## src/rtl/channel_acq_responder_selftrig.sv

```systemverilog
// channel_acq_responder_selftrig
//   Self-triggered acquisition responder for one detector channel. On a
//   discriminator trigger it captures EVENT_LEN consecutive ADC samples into
//   a local window. It then drains the window to the DDR3 write port. Close
//   requests (enable falling) and buffer flips from the controller are
//   handled without tearing an event in progress.
//
// Ports
//   clk, reset         : channel clock; synchronous active-high reset
//   acq_enable         : acquisition enable; a 1->0 transition requests a close
//   acq_buffer_write   : write-buffer select; any toggle requests a buffer flip
//   acq_done           : one-cycle pulse when a close request has completed
//   self_trig          : discriminator trigger, level-sampled every cycle
//   adc_data[15:0]     : ADC sample, new every cycle
//   wr_valid/wr_ready  : write handshake (see below)
//   wr_addr[ADDR_W-1:0]: {buf_sel, word_ptr}
//   wr_data[15:0]      : sample word being written
//   event_count[15:0]  : events fully written into the current buffer
//   missed_count[15:0] : dropped triggers, saturating
//   buf_full           : current buffer cannot take another whole event
//   state[4:0]         : one-hot state {HOLD, DRAIN, CAPTURE, ARMED, IDLE}
//
// Handshake: a word transfers on a rising clk edge where wr_valid and
// wr_ready are both high. Once wr_valid is raised, wr_addr and wr_data stay
// constant until that transfer, and wr_valid does not drop before it.
module channel_acq_responder_selftrig #(
  parameter int EVENT_LEN = 8,
  parameter int ADDR_W    = 20
) (
  input  logic              clk,
  input  logic              reset,
  input  logic              acq_enable,
  input  logic              acq_buffer_write,
  output logic              acq_done,
  input  logic              self_trig,
  input  logic [15:0]       adc_data,
  output logic              wr_valid,
  input  logic              wr_ready,
  output logic [ADDR_W-1:0] wr_addr,
  output logic [15:0]       wr_data,
  output logic [15:0]       event_count,
  output logic [15:0]       missed_count,
  output logic              buf_full,
  output logic [4:0]        state
);

  localparam int PW = ADDR_W - 1;          // word pointer bits within a buffer
  localparam int CW = $clog2(EVENT_LEN);   // window index bits
  localparam int SW = PW + 8;              // room for ptr + EVENT_LEN without overflow

  localparam logic [4:0] S_IDLE    = 5'b00001;
  localparam logic [4:0] S_ARMED   = 5'b00010;
  localparam logic [4:0] S_CAPTURE = 5'b00100;
  localparam logic [4:0] S_DRAIN   = 5'b01000;
  localparam logic [4:0] S_HOLD    = 5'b10000;

  localparam logic [SW-1:0] BUF_WORDS = SW'(1) << PW;
  localparam logic [CW-1:0] LAST_IDX  = CW'(EVENT_LEN - 1);

  logic [4:0]        r_state;
  logic              r_en, r_en_prev;
  logic              r_buf, r_buf_prev;
  logic              r_buf_sel;
  // One bit wider than the in-buffer address so a completely full buffer
  // (ptr == 2^PW) is representable and the pointer never wraps.
  logic [PW:0]       r_word_ptr;
  logic [15:0]       r_win [EVENT_LEN];
  logic [CW-1:0]     r_cap_cnt;
  logic [CW-1:0]     r_idx;
  logic              r_wr_valid;
  logic [ADDR_W-1:0] r_wr_addr;
  logic [15:0]       r_wr_data;
  logic [15:0]       r_event_count;
  logic [15:0]       r_missed_count;
  logic              r_done;
  logic              r_close_pending;
  logic              r_flip_pending;

  logic              w_close_req, w_flip, w_space, w_start, w_miss;
  logic              w_close_now, w_flip_now;
  logic [SW-1:0]     w_ptr_plus;
  logic [PW:0]       w_ptr_inc;
  logic [CW-1:0]     w_idx_next;

  assign w_close_req = r_en_prev & ~r_en;
  assign w_flip      = r_buf ^ r_buf_prev;
  assign w_ptr_plus  = SW'(r_word_ptr) + SW'(EVENT_LEN);
  assign w_space     = (w_ptr_plus <= BUF_WORDS);
  assign w_ptr_inc   = r_word_ptr + (PW+1)'(1);
  assign w_idx_next  = r_idx + CW'(1);
  // A close or flip that lands in the same cycle as the event end still counts.
  assign w_close_now = r_close_pending | w_close_req;
  assign w_flip_now  = r_flip_pending | w_flip;

  // A trigger starts an event only from a clean ARMED cycle; close, flip or a
  // dropped enable take priority and the trigger is then counted as missed.
  assign w_start = (r_state == S_ARMED) & r_en & ~w_close_req & ~w_flip &
                   self_trig & w_space;
  assign w_miss  = self_trig &
                   ((r_state == S_CAPTURE) | (r_state == S_DRAIN) |
                    (r_state == S_HOLD) | ((r_state == S_ARMED) & ~w_start));

  always_ff @(posedge clk) begin
    if (reset) begin
      r_state         <= S_IDLE;
      r_en            <= 1'b0;
      r_en_prev       <= 1'b0;
      r_buf           <= acq_buffer_write;
      r_buf_prev      <= acq_buffer_write;
      r_buf_sel       <= acq_buffer_write;
      r_word_ptr      <= '0;
      r_cap_cnt       <= '0;
      r_idx           <= '0;
      r_wr_valid      <= 1'b0;
      r_wr_addr       <= '0;
      r_wr_data       <= '0;
      r_event_count   <= '0;
      r_missed_count  <= '0;
      r_done          <= 1'b0;
      r_close_pending <= 1'b0;
      r_flip_pending  <= 1'b0;
    end else begin
      r_en       <= acq_enable;
      r_en_prev  <= r_en;
      r_buf      <= acq_buffer_write;
      r_buf_prev <= r_buf;
      r_done     <= 1'b0;

      if (w_miss && (r_missed_count != 16'hFFFF))
        r_missed_count <= r_missed_count + 16'd1;

      case (r_state)
        S_IDLE, S_ARMED: begin
          if (w_close_req) begin
            // Close first; a simultaneous flip is applied from HOLD.
            r_state        <= S_HOLD;
            r_done         <= 1'b1;
            r_flip_pending <= w_flip;
          end else if (w_flip) begin
            r_word_ptr     <= '0;
            r_event_count  <= '0;
            r_buf_sel      <= r_buf;
            r_flip_pending <= 1'b0;
            r_state        <= r_en ? S_ARMED : S_IDLE;
          end else if (r_state == S_IDLE) begin
            if (r_en) r_state <= S_ARMED;
          end else if (!r_en) begin
            r_state <= S_IDLE;
          end else if (w_start) begin
            r_state   <= S_CAPTURE;
            r_cap_cnt <= CW'(1);
          end
        end

        S_CAPTURE: begin
          if (w_close_req) r_close_pending <= 1'b1;
          if (w_flip)      r_flip_pending  <= 1'b1;
          if (r_cap_cnt == LAST_IDX) begin
            r_state <= S_DRAIN;
            r_idx   <= '0;
          end else begin
            r_cap_cnt <= r_cap_cnt + CW'(1);
          end
        end

        S_DRAIN: begin
          if (w_close_req) r_close_pending <= 1'b1;
          if (w_flip)      r_flip_pending  <= 1'b1;
          if (!r_wr_valid) begin
            r_wr_valid <= 1'b1;
            r_wr_addr  <= {r_buf_sel, r_word_ptr[PW-1:0]};
            r_wr_data  <= r_win[r_idx];
          end else if (wr_ready) begin
            r_word_ptr <= w_ptr_inc;
            if (r_idx == LAST_IDX) begin
              r_wr_valid    <= 1'b0;
              r_event_count <= r_event_count + 16'd1;
              if (w_close_now) begin
                r_state         <= S_HOLD;
                r_done          <= 1'b1;
                r_close_pending <= 1'b0;
                r_flip_pending  <= w_flip_now;
              end else if (w_flip_now) begin
                // Event finished in the old buffer; now switch.
                r_word_ptr     <= '0;
                r_event_count  <= '0;
                r_buf_sel      <= r_buf;
                r_flip_pending <= 1'b0;
                r_state        <= r_en ? S_ARMED : S_IDLE;
              end else begin
                r_state <= S_ARMED;
              end
            end else begin
              r_idx     <= w_idx_next;
              r_wr_addr <= {r_buf_sel, w_ptr_inc[PW-1:0]};
              r_wr_data <= r_win[w_idx_next];
            end
          end
        end

        S_HOLD: begin
          if (w_flip_now) begin
            r_word_ptr     <= '0;
            r_event_count  <= '0;
            r_buf_sel      <= r_buf;
            r_flip_pending <= 1'b0;
            r_state        <= r_en ? S_ARMED : S_IDLE;
          end
        end

        default: r_state <= S_IDLE;
      endcase
    end
  end

  // Sample window: slot 0 on the trigger cycle, then one slot per CAPTURE cycle.
  always_ff @(posedge clk) begin
    if (w_start)
      r_win[0] <= adc_data;
    else if (r_state == S_CAPTURE)
      r_win[r_cap_cnt] <= adc_data;
  end

  assign acq_done     = r_done;
  assign wr_valid     = r_wr_valid;
  assign wr_addr      = r_wr_addr;
  assign wr_data      = r_wr_data;
  assign event_count  = r_event_count;
  assign missed_count = r_missed_count;
  assign buf_full     = ~w_space;
  assign state        = r_state;

endmodule
```

## config.mk

```make
export PLATFORM = sky130hd
export DESIGN_NAME = channel_acq_responder_selftrig
export DESIGN_NICKNAME = d
export VERILOG_FILES = /design/src/rtl/channel_acq_responder_selftrig.sv
export SDC_FILE = /design/constraint.sdc
export NUM_CORES = 1
export LEC_CHECK = 0
export ABC_CLOCK_PERIOD_IN_PS = 5200
export CAP_MARGIN = 20
export CORE_ASPECT_RATIO = 1.4
export CORE_MARGIN = 2
export CORE_UTILIZATION = 50
export CTS_BUF_LIST = sky130_fd_sc_hd__clkbuf_16
export CTS_CLUSTER_SIZE = 24
export DETAILED_ROUTE_END_ITERATION = 6
export GPL_TIMING_DRIVEN = 0
export PLACE_DENSITY = 0.74
export SYNTH_ARGS = -nofsm -noshare
export SYNTH_HDL_FRONTEND = slang
export SYNTH_SLANG_ARGS = --single-unit
```

## constraint.sdc

```tcl
create_clock -name clk -period 5.2 [get_ports clk]
set_input_delay 0.52 -clock clk [delete_from_list [all_inputs] [get_ports clk]]
set_output_delay 0.52 -clock clk [all_outputs]
set_load 0.01 [all_outputs]
```

==> run summary, run 1 <==
• **run status** finished clean
• **Worst R2R End** r_win[6][7]
• **cells along the critical path** ha_1 > nand3_2 > nor4_2 > o21ai_1 > or4_4 > o31ai_4 > buf_6 > nand2_1 > clkdlybuf4s50_1
• **IO buf count** 97
• **post-cts gate resize count** 0
• **Final #Nets** 1,111
• **via count** 8,386
• **placed instance area** 12,900 µm²
• **internal reg-to-reg setup slack** 1.21 ns
• **final clock period utilization by the worst path** 78.4%
• **DRC violation count after routing** 0
• **sw power** 0.935 mW
• **Total Routed Length** 28,700 µm
• **beginning of the worst register-to-register path** r_word_ptr[3]
• **distinct cell type count after synthesis** 59
• **clock transition time at the flip-flop clock pins of the worst setup and hold paths** 0.06 ns
• **share of synthesized flip-flops with an asynchronous set or reset** 0%
• **count of inserted antenna diode cells** 0
• **Max rail drop VDD** 0.000289 V
• **max capacitance violation total** 0
• **vias in the first global route** 8,156
• **data arrival time of the critical path** 3.56 ns
• **highest fanout seen on the critical path** 10
• **cell count of the worst reg-to-reg path** 10
• **area growth from synthesis to layout** 19.1%
• **fraction of layout instances using a drive strength above 1** 13.8%
• **clock tree from TritonCTS** done
• **met1 Resource Use GR** 28.1%
• **number of buffers added to fix hold violations after cts** 0
• **endpoint class of the critical path** output port
• **number of cells on the worst hold path** 2
• **buffer depth of the longest clock path** 3
• **GR met3 Demand/Resource** 3.12%
• **number of antenna violations at the first check in global routing** 0
• **HPWL after detailed placement** 20,000 µm
• **initial cell density of the core** 50.9%
• **remaining antenna violation count after routing** 0
• **pwr dens** 297 nW/µm²
• **area of the mapped netlist** 11,400 µm²
• **busiest layer in global routing** met2
• **final weighted congestion of routability-driven global placement** 0.898
• **ratio of routed vias to standard cells** 6.00
• **final setup slack of the worst path** 1.12 ns
• **Pins Over Slew Limit** 0
• **leakage** 4.35 nW
• **final standard cell count with taps included and fillers excluded** 1,397
• **number of CTS-inserted buffers** 23
• **sequential fraction of design power** 50.8%
• **number of setup violations in the final report** 0
• **Worst Setup EP** buf_full
• **CP required** 4.68 ns
• **H-tree levels** 1
• **post-placement worst setup slack** 1.24 ns
• **worst relative slew slack** 27.3%
• **post-CTS setup buffer count** 0
• **largest clock skew in the final design** 0.00888 ns
• **power share of the clock group** 40.8%
• **cell internal power dissipation** 3.10 mW
• **standard-cell rows** 65
• **Die Wd** 132 µm
• **DIE AREA** 24,100 µm²
• **worst hold margin** 0.482 ns
• **HP Class** reg2reg
• **commonest cells after routing, fill and taps aside** 129 x edfxtp_1, 110 x dfxtp_1, 105 x nor2_1
• **switching portion of total power** 23.2%
• **actual transition at the worst max-transition pin** 1.09 ns
• **number of synthesized flops with an enable pin** 129
• **critical-path cell with the highest stage delay** or4_4
• **pin count of the biggest net entering global routing** 17
• **DRT Pass-1 Iters** 7
• **classification of the worst setup path** reg2out
• **synthesized netlist net count** 982
• **most instantiated flip-flop cell in the synthesis netlist** edfxtp_1
• **met2 Track Usage GR** 44.0%
• **placeable core region** 22,400 µm²
• **clock root cell** clkbuf_16
• **vertical extent of the die** 183 µm
• **CTS sink count** 239
• **global-route wire length before repair** 44,600 µm
• **sequential cell area fraction in the yosys report** 53.2%
• **clock latency at the later pin of the worst-skew pair** 0.51 ns
• **min cycle time layout** 4.08 ns
• **Avg Synthesized Cell Area** 12.0 µm²
• **number of hold-slack violations in the final timing report** 0
• **largest stage delay on the critical path** 0.49 ns
• **most common cell after layout, fill and taps aside** edfxtp_1
• **startpoint type of the worst setup path** flip-flop
• **setup repair after global routing missed its margin** no
• **leftover overflow at the end of global routing** 0
• **Critical path origin** r_word_ptr[3]
• **number of instances in the synthesized netlist** 951
• **total global routing track utilization** 23.5%
• **maximum clock frequency** 0.245 GHz
• **Finished Cell Area** 13,600 µm²
• **Yosys Warn Count** 0
• **combinational power share** 8.4%
• **I/O pins** 98
• **placed instance count** 1,355
• **Initial DRC Count** 752
• **flops & latches, synth** 239
• **routed len/inst** 20.5 µm
## critical path: cells and delay by family, from the launching register on
| kind | cells | cell delay [ns] |
|---|---|---|
| compound gates | 2 | 0.48 |
| flops | 1 | 0.47 |
| simple gates | 4 | 1.08 |
| buf+inv | 2 | 0.71 |
| fa+ha+maj | 1 | 0.30 |
## power groups by stage
stage / logic, mW / clock network (mW) / registers (mW)
after floorplan: 0.212 / 0 / 2.09
after global placement: 0.325 / 0 / 2.09
after detailed placement: 0.333 / 0 / 2.09
after CTS: 0.334 / 1.67 / 2.05
after global routing: 0.372 / 1.74 / 2.05
final: 0.339 / 1.65 / 2.05
## registers in the layout, summed over array words and instances, names as in the netlist, 3 cells and up, named ones only
signal	cells
event_count	16
missed_count	16
r_cap_cnt	3
r_idx	3
r_win	128
r_word_ptr	20
state	5
wr_addr	20
wr_data	16
## through the flow
| stage | TNS, ns | power [mW] | util (%) |
|---|---|---|---|
| after floorplan | 0 | 2.30 | - |
| after global placement | -3.01 | 2.41 | 56.9 |
| after detailed placement | 0 | 2.42 | 57.3 |
| after CTS | 0 | 4.06 | 60.6 |
| after global routing | 0 | 4.17 | 60.6 |
| final | 0 | 4.04 | 60.6 |
## synth_stat cells, types with 8 or more instances
cell type | number | area [µm²]
inv_1 | 12 | 45.0
edfxtp_1 | 129 | 3870
nand3_1 | 17 | 85.1
xnor2_1 | 21 | 184
o21ai_0 | 32 | 160
dfxtp_1 | 110 | 2200
a211oi_1 | 62 | 465
ha_1 | 9 | 113
nand4_1 | 13 | 81.3
nor2_1 | 106 | 398
and3_1 | 25 | 156
mux4_2 | 64 | 1440
nor3_1 | 12 | 60.1
nand2_1 | 49 | 184
xor2_1 | 29 | 254
nor2b_1 | 21 | 131
mux2i_1 | 20 | 200
nor3b_1 | 14 | 105
a21oi_1 | 56 | 280
clkbuf_1 | 43 | 161
and4_1 | 8 | 70.1
buf_2 | 17 | 85.1
## final cells by class
type                            instances  area, µm²
Sequential cell                       239       6080
Clock buffer                           23        576
Tap cell                              301        377
Buffer                                 69        295
Inverter                               12       45.0
Fill cell                            1869       8850
Timing Repair Buffer                  104       1050
Multi-Input combinational cell        631       5020
Clock inverter                         18        156
## per-layer routing
layer  up-vias  part of all wire (%)
li1       3876                     -
met1      4127                    39
met2       322                    53
met3        61                   5.9
met4         0                   2.6
met5         -                     0
## cell families (layout without fill, tap and decap cells)
logic type / Yosys count / in the layout / share of synthesized area [%]
AND/OR/NAND/NOR: 304 / 304 / 13.8
XOR/XNOR: 50 / 50 / 3.84
flip-flops: 239 / 239 / 53.2
buffers and inverters: 81 / 226 / 2.98
AO/OA/AOI/OAI: 182 / 182 / 10.6
multiplexers: 86 / 86 / 14.6
adder cells (fa/ha/maj): 9 / 9 / 0.987
## worst min-delay path by stage
stage / startpoint / end / slack [ns]
after CTS: wr_addr[19] / wr_addr[19] / 0.47
after detailed placement: wr_addr[19] / wr_addr[19] / 0.46
after floorplan: r_buf_sel / wr_addr[19] / 0.47
after global placement: wr_addr[19] / wr_addr[19] / 0.46
after global routing: acq_buffer_write / r_buf / 0.50
final: wr_addr[19] / wr_addr[19] / 0.48
Power figures use the tool's default switching activity.
==> run 2, diff against run 1 <==
--- a/config.mk
+++ b/config.mk
@@ -5,7 +5,7 @@
 export SDC_FILE = /design/constraint.sdc
 export NUM_CORES = 1
 export LEC_CHECK = 0
-export ABC_CLOCK_PERIOD_IN_PS = 5200
+export ABC_CLOCK_PERIOD_IN_PS = 4200
 export CAP_MARGIN = 20
 export CORE_ASPECT_RATIO = 1.4
 export CORE_MARGIN = 2
==> constraint.sdc (replaced) <==
create_clock -name clk -period 4.2 [get_ports clk]
set_input_delay 0.42 -clock clk [delete_from_list [all_inputs] [get_ports clk]]
set_output_delay 0.42 -clock clk [all_outputs]
set_load 0.01 [all_outputs]
==> run summary, run 2 (synthesis results as in run 1) <==
• **clock root cell** clkbuf_16, unchanged
• **final clock period utilization by the worst path** 94.7%
• **Worst R2R End** r_win[4][10], was r_win[6][7]
• **min cycle time layout** 3.98 ns
• **actual transition at the worst max-transition pin** 1.05 ns, was 1.09 ns
• **switching portion of total power** 23.2%, about the same
• **Worst Setup EP** buf_full, unchanged
• **number of setup violations in the final report** 0, unchanged
• **HPWL after detailed placement** 20,000 µm, unchanged
• **combinational power share** 8.4%, about the same
• **Worst path depth** 9, unchanged
• **Bufs and invs on worst path** 2, unchanged
• **routed len/inst** 20.5 µm, about the same
• **number of antenna violations at the first check in global routing** 0, unchanged
• **leakage** 4.35 nW, about the same
• **maximum clock frequency** 0.252 GHz
• **critical-path cell with the highest stage delay** or4_4, unchanged
• **classification of the worst setup path** reg2out, unchanged
• **final weighted congestion of routability-driven global placement** 0.898, unchanged
• **data arrival time of the critical path** 3.56 ns, about the same
• **placed instance count** 1,355, unchanged
• **DRT Pass-1 Iters** 7, unchanged
• **cell count of the worst reg-to-reg path** 10, unchanged
• **cells along the critical path** ha_1 > nand3_2 > nor4_2 > o21ai_1 > or4_4 > o31ai_4 > buf_6 > nand2_1 > clkdlybuf4s50_1, unchanged
• **buffer depth of the longest clock path** 3, unchanged
• **fraction of layout instances using a drive strength above 1** 13.9%, was 13.8%
• **placeable core region** 22,400 µm², unchanged
• **largest stage delay on the critical path** 0.49 ns, about the same
• **highest fanout seen on the critical path** 10, unchanged
• **worst relative slew slack** 29.7%, was 27.3%
• **combined area of the multi-input logic cells** 5020 µm², about the same
• **run status** finished clean, unchanged
• **power share of the clock group** 40.8%, about the same
• **number of buffers added to fix hold violations after cts** 0, unchanged
• **number of hold-slack violations in the final timing report** 0, unchanged
• **CTS sink count** 239, unchanged
• **Max rail drop VDD** 0.000358 V, was 0.000289 V
• **IO buf count** 97, unchanged
• **internal reg-to-reg setup slack** 0.27 ns, was 1.21 ns
• **ratio of routed vias to standard cells** 6.00, about the same
• **cell internal power dissipation** 3.84 mW, was 3.10 mW
• **Total Routed Length** 28,700 µm, about the same
• **sw power** 1.16 mW, was 0.935 mW
• **vias in the first global route** 8,156, unchanged
• **number of CTS-inserted buffers** 23, unchanged
• **I/O pins** 98, unchanged
• **standard-cell rows** 65, unchanged
• **H-tree levels** 1, unchanged
• **initial cell density of the core** 50.9%, unchanged
• **remaining antenna violation count after routing** 0, unchanged
• **clock transition time at the flip-flop clock pins of the worst setup and hold paths** 0.06 ns, about the same
• **final setup slack of the worst path** 0.224 ns, was 1.12 ns
• **commonest cells after routing, fill and taps aside** 129 x edfxtp_1, 110 x dfxtp_1, 105 x nor2_1, unchanged
• **Die Wd** 132 µm, unchanged
• **area growth from synthesis to layout** 19.1%, about the same
• **beginning of the worst register-to-register path** r_word_ptr[3], unchanged
• **via count** 8,377, was 8,386
• **Final #Nets** 1,111, unchanged
• **Final Core Density** 60.6%, about the same
• **max capacitance violation total** 0, unchanged
• **Pins Over Slew Limit** 0, unchanged
• **setup_tns** 0 ns, unchanged
• **final standard cell count with taps included and fillers excluded** 1,397, unchanged
• **Filler Cells Inserted** 1,869, unchanged
• **clock tree from TritonCTS** done, unchanged
• **count of inserted antenna diode cells** 0, unchanged
• **largest delay contributor family on the critical path** simple AND/OR/NAND/NOR gates, unchanged
• **DIE AREA** 24,100 µm², unchanged
• **total global routing track utilization** 23.5%, unchanged
• **setup repair after global routing missed its margin** no, unchanged
• **Initial DRC Count** 752, unchanged
• **largest clock skew in the final design** 0.00924 ns, was 0.00888 ns
• **post-placement worst setup slack** 0.241 ns, was 1.24 ns
• **leftover overflow at the end of global routing** 0, unchanged
• **pwr dens** 367 nW/µm², was 297 nW/µm²
• **clock latency at the later pin of the worst-skew pair** 0.51 ns, about the same
• **HP Class** in2reg, was reg2reg
• **footprint of the flip-flops and latches** 6080 µm², unchanged
• **startpoint type of the worst setup path** flip-flop, unchanged
• **Critical path origin** r_word_ptr[3], unchanged
• **post-cts gate resize count** 0, unchanged
• **sequential fraction of design power** 50.8%, about the same
• **vertical extent of the die** 183 µm, unchanged
• **pin count of the biggest net entering global routing** 17, unchanged
• **flip-flop count of the largest register, all copies and words added** 128, unchanged
• **endpoint class of the critical path** output port, unchanged
• **DRC violation count after routing** 0, unchanged
• **CP required** 3.78 ns, was 4.68 ns
• **most common cell after layout, fill and taps aside** edfxtp_1, unchanged
• **register with the most flip-flops** r_win, unchanged
• **global-route wire length before repair** 44,600 µm, unchanged
• **post-CTS setup buffer count** 0, unchanged
[run 2: cell counts in the layout (fill, tap and decap cells not counted)]
Identical to the previous run, type by type.
[run 2: area by class of cell]
type,count,share of cell area [%]
clock buffer,23,4.23
tap,301,2.77
sequential,239,44.7
inverter,12,0.331
clock inverter,18,1.15
multi-input combinational,631,36.9
timing repair buffer,104,7.73
buffer,69,2.17
[run 2: through the flow]
step                      hold slack, ns  cell area, µm²  power [mW]
after floorplan                    0.448           11400        2.84
after global placement             0.460           12800        2.99
final                              0.397           13600        5.00
after global routing               0.399           13600        5.16
after CTS                          0.381           13600        5.02
after detailed placement           0.462           12900        3.00
[run 2: power groups by stage]
stage | sequential, mW | combinational [mW] | clock [mW]
global placement | 2.59 | 0.403 | 0
global route | 2.54 | 0.460 | 2.16
detailed placement | 2.59 | 0.413 | 0
CTS | 2.54 | 0.413 | 2.07
floorplan | 2.58 | 0.263 | 0
finish | 2.54 | 0.420 | 2.04
[run 2: worst min-delay path by stage]
stage	from	end	cells after the start
2_1_floorplan	acq_buffer_write	r_buf	0
4_1_cts	acq_buffer_write	r_buf	1
5_1_grt	acq_buffer_write	r_buf	1
3_3_place_gp	wr_addr[19]	wr_addr[19]	2
6_report	acq_buffer_write	r_buf	1
3_5_place_dp	wr_addr[19]	wr_addr[19]	2
[run 2: layer usage]
| metal | vias to the layer above | track usage, % | wire, µm |
|---|---|---|---|
| met5 | - | 0 | 0 |
| met4 | 0 | 7.26 | 778 |
| met3 | 63 | 3.12 | 1730 |
| met2 | 326 | 44.0 | 15100 |
| met1 | 4113 | 28.1 | 11100 |
| li1 | 3875 | - | - |
==> run 3, diff against run 2 <==
--- a/config.mk
+++ b/config.mk
@@ -8,7 +8,7 @@
 export ABC_CLOCK_PERIOD_IN_PS = 4200
 export CAP_MARGIN = 20
 export CORE_ASPECT_RATIO = 1.4
-export CORE_MARGIN = 2
+export CORE_MARGIN = 5
 export CORE_UTILIZATION = 50
 export CTS_BUF_LIST = sky130_fd_sc_hd__clkbuf_16
 export CTS_CLUSTER_SIZE = 24
==> run summary, run 3 (synthesis results as in run 1) <==
• **highest fanout seen on the critical path** 10, unchanged
• **most common cell after layout, fill and taps aside** edfxtp_1, unchanged
• **final weighted congestion of routability-driven global placement** 0.930, was 0.898
• **leakage** 4.37 nW, was 4.35 nW
• **Filler Cells Inserted** 1,833, was 1,869
• **final clock period utilization by the worst path** 94.5%, was 94.7%
• **flip-flop count of the largest register, all copies and words added** 128, unchanged
• **DIE AREA** 26,000 µm², was 24,100 µm²
• **DRT Pass-1 Iters** 5, was 7
• **count of inserted antenna diode cells** 0, unchanged
• **register with the most flip-flops** r_win, unchanged
• **footprint of the flip-flops and latches** 6080 µm², unchanged
• **actual transition at the worst max-transition pin** 1.13 ns, was 1.05 ns
• **number of setup violations in the final report** 0, unchanged
• **H-tree levels** 1, unchanged
• **Finished Cell Area** 13,700 µm², was 13,600 µm²
• **HPWL after detailed placement** 20,300 µm, was 20,000 µm
• **data arrival time of the critical path** 3.55 ns, was 3.56 ns
• **DRC violation count after routing** 0, unchanged
• **post-CTS setup buffer count** 0, unchanged
• **fraction of layout instances using a drive strength above 1** 14.0%, was 13.9%
• **Tot Pwr** 5.12 mW, was 5.00 mW
• **number of buffers added to fix hold violations after cts** 0, unchanged
• **wire length on met2** 15,200 µm, was 15,100 µm
• **vertical extent of the die** 189 µm, was 183 µm
• **CTS sink count** 239, unchanged
• **post-cts gate resize count** 0, unchanged
• **clock root cell** clkbuf_16, unchanged
• **max capacitance violation total** 0, unchanged
• **setup repair after global routing missed its margin** no, unchanged
• **number of CTS-inserted buffers** 24, was 23
• **remaining antenna violation count after routing** 0, unchanged
• **Max rail drop VDD** 0.000383 V, was 0.000358 V
• **Total Routed Length** 29,000 µm, was 28,700 µm
• **met1 WL** 11,000 µm, was 11,100 µm
• **placed instance count** 1,353, was 1,355
• **clock latency at the later pin of the worst-skew pair** 0.52 ns, was 0.51 ns
• **combined area of the multi-input logic cells** 5020 µm², about the same
• **final standard cell count with taps included and fillers excluded** 1,399, was 1,397
• **largest stage delay on the critical path** 0.50 ns, was 0.49 ns
• **startpoint type of the worst setup path** flip-flop, unchanged
• **CP required** 3.78 ns, about the same
• **Highest Signal Layer** met4, unchanged
• **critical-path cell with the highest stage delay** clkdlybuf4s50_1, was or4_4
• **global-route wire length before repair** 45,400 µm, was 44,600 µm
• **I/O pins** 98, unchanged
• **Pins Over Slew Limit** 0, unchanged
• **initial cell density of the core** 50.7%, was 50.9%
• **Die Wd** 138 µm, was 132 µm
• **Final #Nets** 1,111, unchanged
• **run status** finished clean, unchanged
• **clock transition time at the flip-flop clock pins of the worst setup and hold paths** 0.06 ns, about the same
• **HP Class** in2reg, unchanged
• **number of hold-slack violations in the final timing report** 0, unchanged
• **maximum clock frequency** 0.252 GHz, about the same
• **placeable core region** 22,500 µm², was 22,400 µm²
• **area growth from synthesis to layout** 19.7%, was 19.1%
• **leftover overflow at the end of global routing** 0, unchanged
• **final setup slack of the worst path** 0.230 ns, was 0.224 ns
• **standard-cell rows** 65, unchanged
• **commonest cells after routing, fill and taps aside** 129 x edfxtp_1, 110 x dfxtp_1, 105 x nor2_1, unchanged
• **buffer depth of the longest clock path** 3, unchanged
• **Initial DRC Count** 596, was 752
• **via count** 8,444, was 8,377
• **vias in the first global route** 8,435, was 8,156
• **pwr dens** 374 nW/µm², was 367 nW/µm²
• **total global routing track utilization** 22.3%, was 23.5%
• **endpoint class of the critical path** output port, unchanged
• **Final Core Density** 60.7%, was 60.6%
• **cells along the critical path** ha_1 > nand3_2 > nor4_2 > o21ai_1 > or4_4 > o31ai_4 > buf_6 > nand2_1 > clkdlybuf4s50_1, unchanged
• **ratio of routed vias to standard cells** 6.04, was 6.00
• **pin count of the biggest net entering global routing** 17, unchanged
• **min cycle time layout** 3.97 ns, was 3.98 ns
• **number of antenna violations at the first check in global routing** 0, unchanged
• **routed len/inst** 20.7 µm, was 20.5 µm
• **placed instance area** 12,900 µm², about the same
• **total met3 wirelength after detailed routing** 1650 µm, was 1730 µm
• **clock tree from TritonCTS** done, unchanged
• **IO buf count** 97, unchanged
• **largest clock skew in the final design** 0.0104 ns, was 0.00924 ns
• **classification of the worst setup path** reg2out, unchanged
• **post-placement worst setup slack** 0.209 ns, was 0.241 ns
• **worst relative slew slack** 24.5%, was 29.7%
[run 3: metrics by stage]
| step | hold WS [ns] | setup TNS (ns) |
|---|---|---|
| floorplan | 0.448 | 0 |
| global placement | 0.465 | -20.28 |
| detailed placement | 0.466 | 0 |
| CTS | 0.383 | 0 |
| global route | 0.392 | 0 |
| finish | 0.390 | 0 |
[run 3: critical path, delay by kind of cell (launching register included)]
kind	cells	cell delay [ns]
AO/OA/AOI/OAI	2	0.49
adder cells (fa/ha/maj)	1	0.29
buffers and inverters	2	0.73
flip-flops	1	0.46
AND/OR/NAND/NOR	4	1.05
[run 3: where the power goes]
group          internal [mW]  switching (mW)
Sequential              2.49          0.0437
Clock                   1.26           0.899
Combinational          0.168           0.252
Total                   3.92            1.19
[run 3: final timing paths]
kind / slack, ns / cells past startpoint / startpoint / endpoint
setup / recovery: 0.23 / 9 / r_word_ptr[3] / buf_full
hold / removal: 0.39 / 1 / acq_buffer_write / r_buf
setup reg to reg: 0.24 / 10 / r_word_ptr[3] / r_win[4][4]
hold reg to reg: 0.47 / 2 / wr_addr[19] / wr_addr[19]
[run 3: per-layer routing]
| layer | global-route usage [%] | up-vias |
|---|---|---|
| met5 | 0 | - |
| met4 | 8.44 | 0 |
| met3 | 2.94 | 81 |
| met2 | 39.9 | 298 |
| met1 | 26.9 | 4191 |
| li1 | - | 3874 |
[run 3: final cells by class]
class	count	share of cell area, %
plain buffers	69	2.16
well taps	301	2.76
clock buffers	25	4.58
multi-input cells	631	36.8
clock inverters	19	1.22
repair buffers	103	7.75
inverters	12	0.330
flip-flops and latches	239	44.5
==> variant (settings of run 1) <==
Change the parameter `EVENT_LEN` from 8 to 16.
--- a/src/rtl/channel_acq_responder_selftrig.sv
+++ b/src/rtl/channel_acq_responder_selftrig.sv
@@ -26,3 +26,3 @@
 module channel_acq_responder_selftrig #(
-  parameter int EVENT_LEN = 8,
+  parameter int EVENT_LEN = 16,
   parameter int ADDR_W    = 20
Behaviour: no difference found for any inputs over 4 cycles, from zero or initial values and one cycle with reset high; that may be too few to reach the edited logic, so the function may still have changed.
==> variant against run 1 <==
Hold slack worse by 0.016 ns. Synthesized area increased by 52%. Wire length increased by 74%. Sequential cell count up 131. Final area grew 51%. Synthesized cell count rose by 25%. Worst setup slack got worse by 0.010 ns. Non-clock buffer count rose by 51. Power increased by 49%. Critical endpoint is now r_win[0][9]$_DFFE_PP_.
==> variant: results (changes against run 1) <==
Run status
  – Status: finished clean

Logic synthesis
  – Synth Area in Compound Gates: 5.71% (-4.9 points)
  – Xor and xnor area share after synthesis: 2.17% (-1.7 points)
  – Synth Area per Inst: 14.6 sq um (+22%)
  – EDFF count, synth: 257 (+99%)

Global route
  – Wire length of the first global-routing pass: 74900 microns (+68%)
  – Tot GR Track Use: 27.9% (+4.4 points)
  – Antenna violations before repair: 1 (+1)
  – Met2 Track Usage GR: 50.4% (+6.4 points)

Drt
  – Vias per cell: 6.50 (+8.3%)
  – Routed wire length: 50000 microns (+74%)

Final layout
  – Fill cell count: 2557 (+37%)
  – Share of cells above drive strength 1: 20.4% (+6.7 points)
  – Max reg flops: 256 (+100%)

Critical path
  – Arrival time worst endpoint: 4.25 ns (+0.69 ns)
  – CP max FO: 16 (+6)
  – Worst r2r path cells: 9 (-1)
  – R2r endpoint: r_win[0][9]$_DFFE_PP_
  – Critical Path Start: r_word_ptr[10]$_SDFFE_PP0P_

STA
  – Clock Skews: 0.0160 ns (+0.00709 ns)
  – Slew Limit Headroom: 20.7% (-6.6 points)

Placed design
  – Final GP Congestion: 0.925 (+3.0%)
  – Hpwl dp: 33900 microns (+70%)

Pwr
  – Peak supply drop: 254 uV (-12%)

Clock tree
  – Clock Latency Late Sink: 0.54 ns (+0.03 ns)
[variant: cell types whose count changed after synthesis, moves of 15 or more]
cell,run 1,this run
nand4_1,13,29
clkbuf_1,43,62
a211oi_1,62,36
a311oi_1,3,18
edfxtp_1,129,257
mux4_2,64,160
[variant: cell type report]
type | instances | area, sq um | share of cell area (%)
Antenna cell | 1 | 2.50 | 0.0122
Buffer | 95 | 394 | 1.92
Clock buffer | 37 | 926 | 4.51
Clock inverter | 26 | 169 | 0.822
Inverter | 9 | 33.8 | 0.164
Multi-Input combinational cell | 718 | 7030 | 34.2
Sequential cell | 370 | 9980 | 48.6
Tap cell | 451 | 564 | 2.75
Timing Repair Buffer | 129 | 1450 | 7.06
[variant: routing by layer]
layer | up-vias | wire, microns
li1 | 5075 | -
met1 | 5997 | 17100
met2 | 728 | 26400
met3 | 140 | 4300
met4 | 0 | 2210
met5 | - | 0
[variant: report_power, final]
part	internal, mW	switching, mW
logic	0.117	0.199
clock network	1.39	1.10
registers	3.16	0.0258
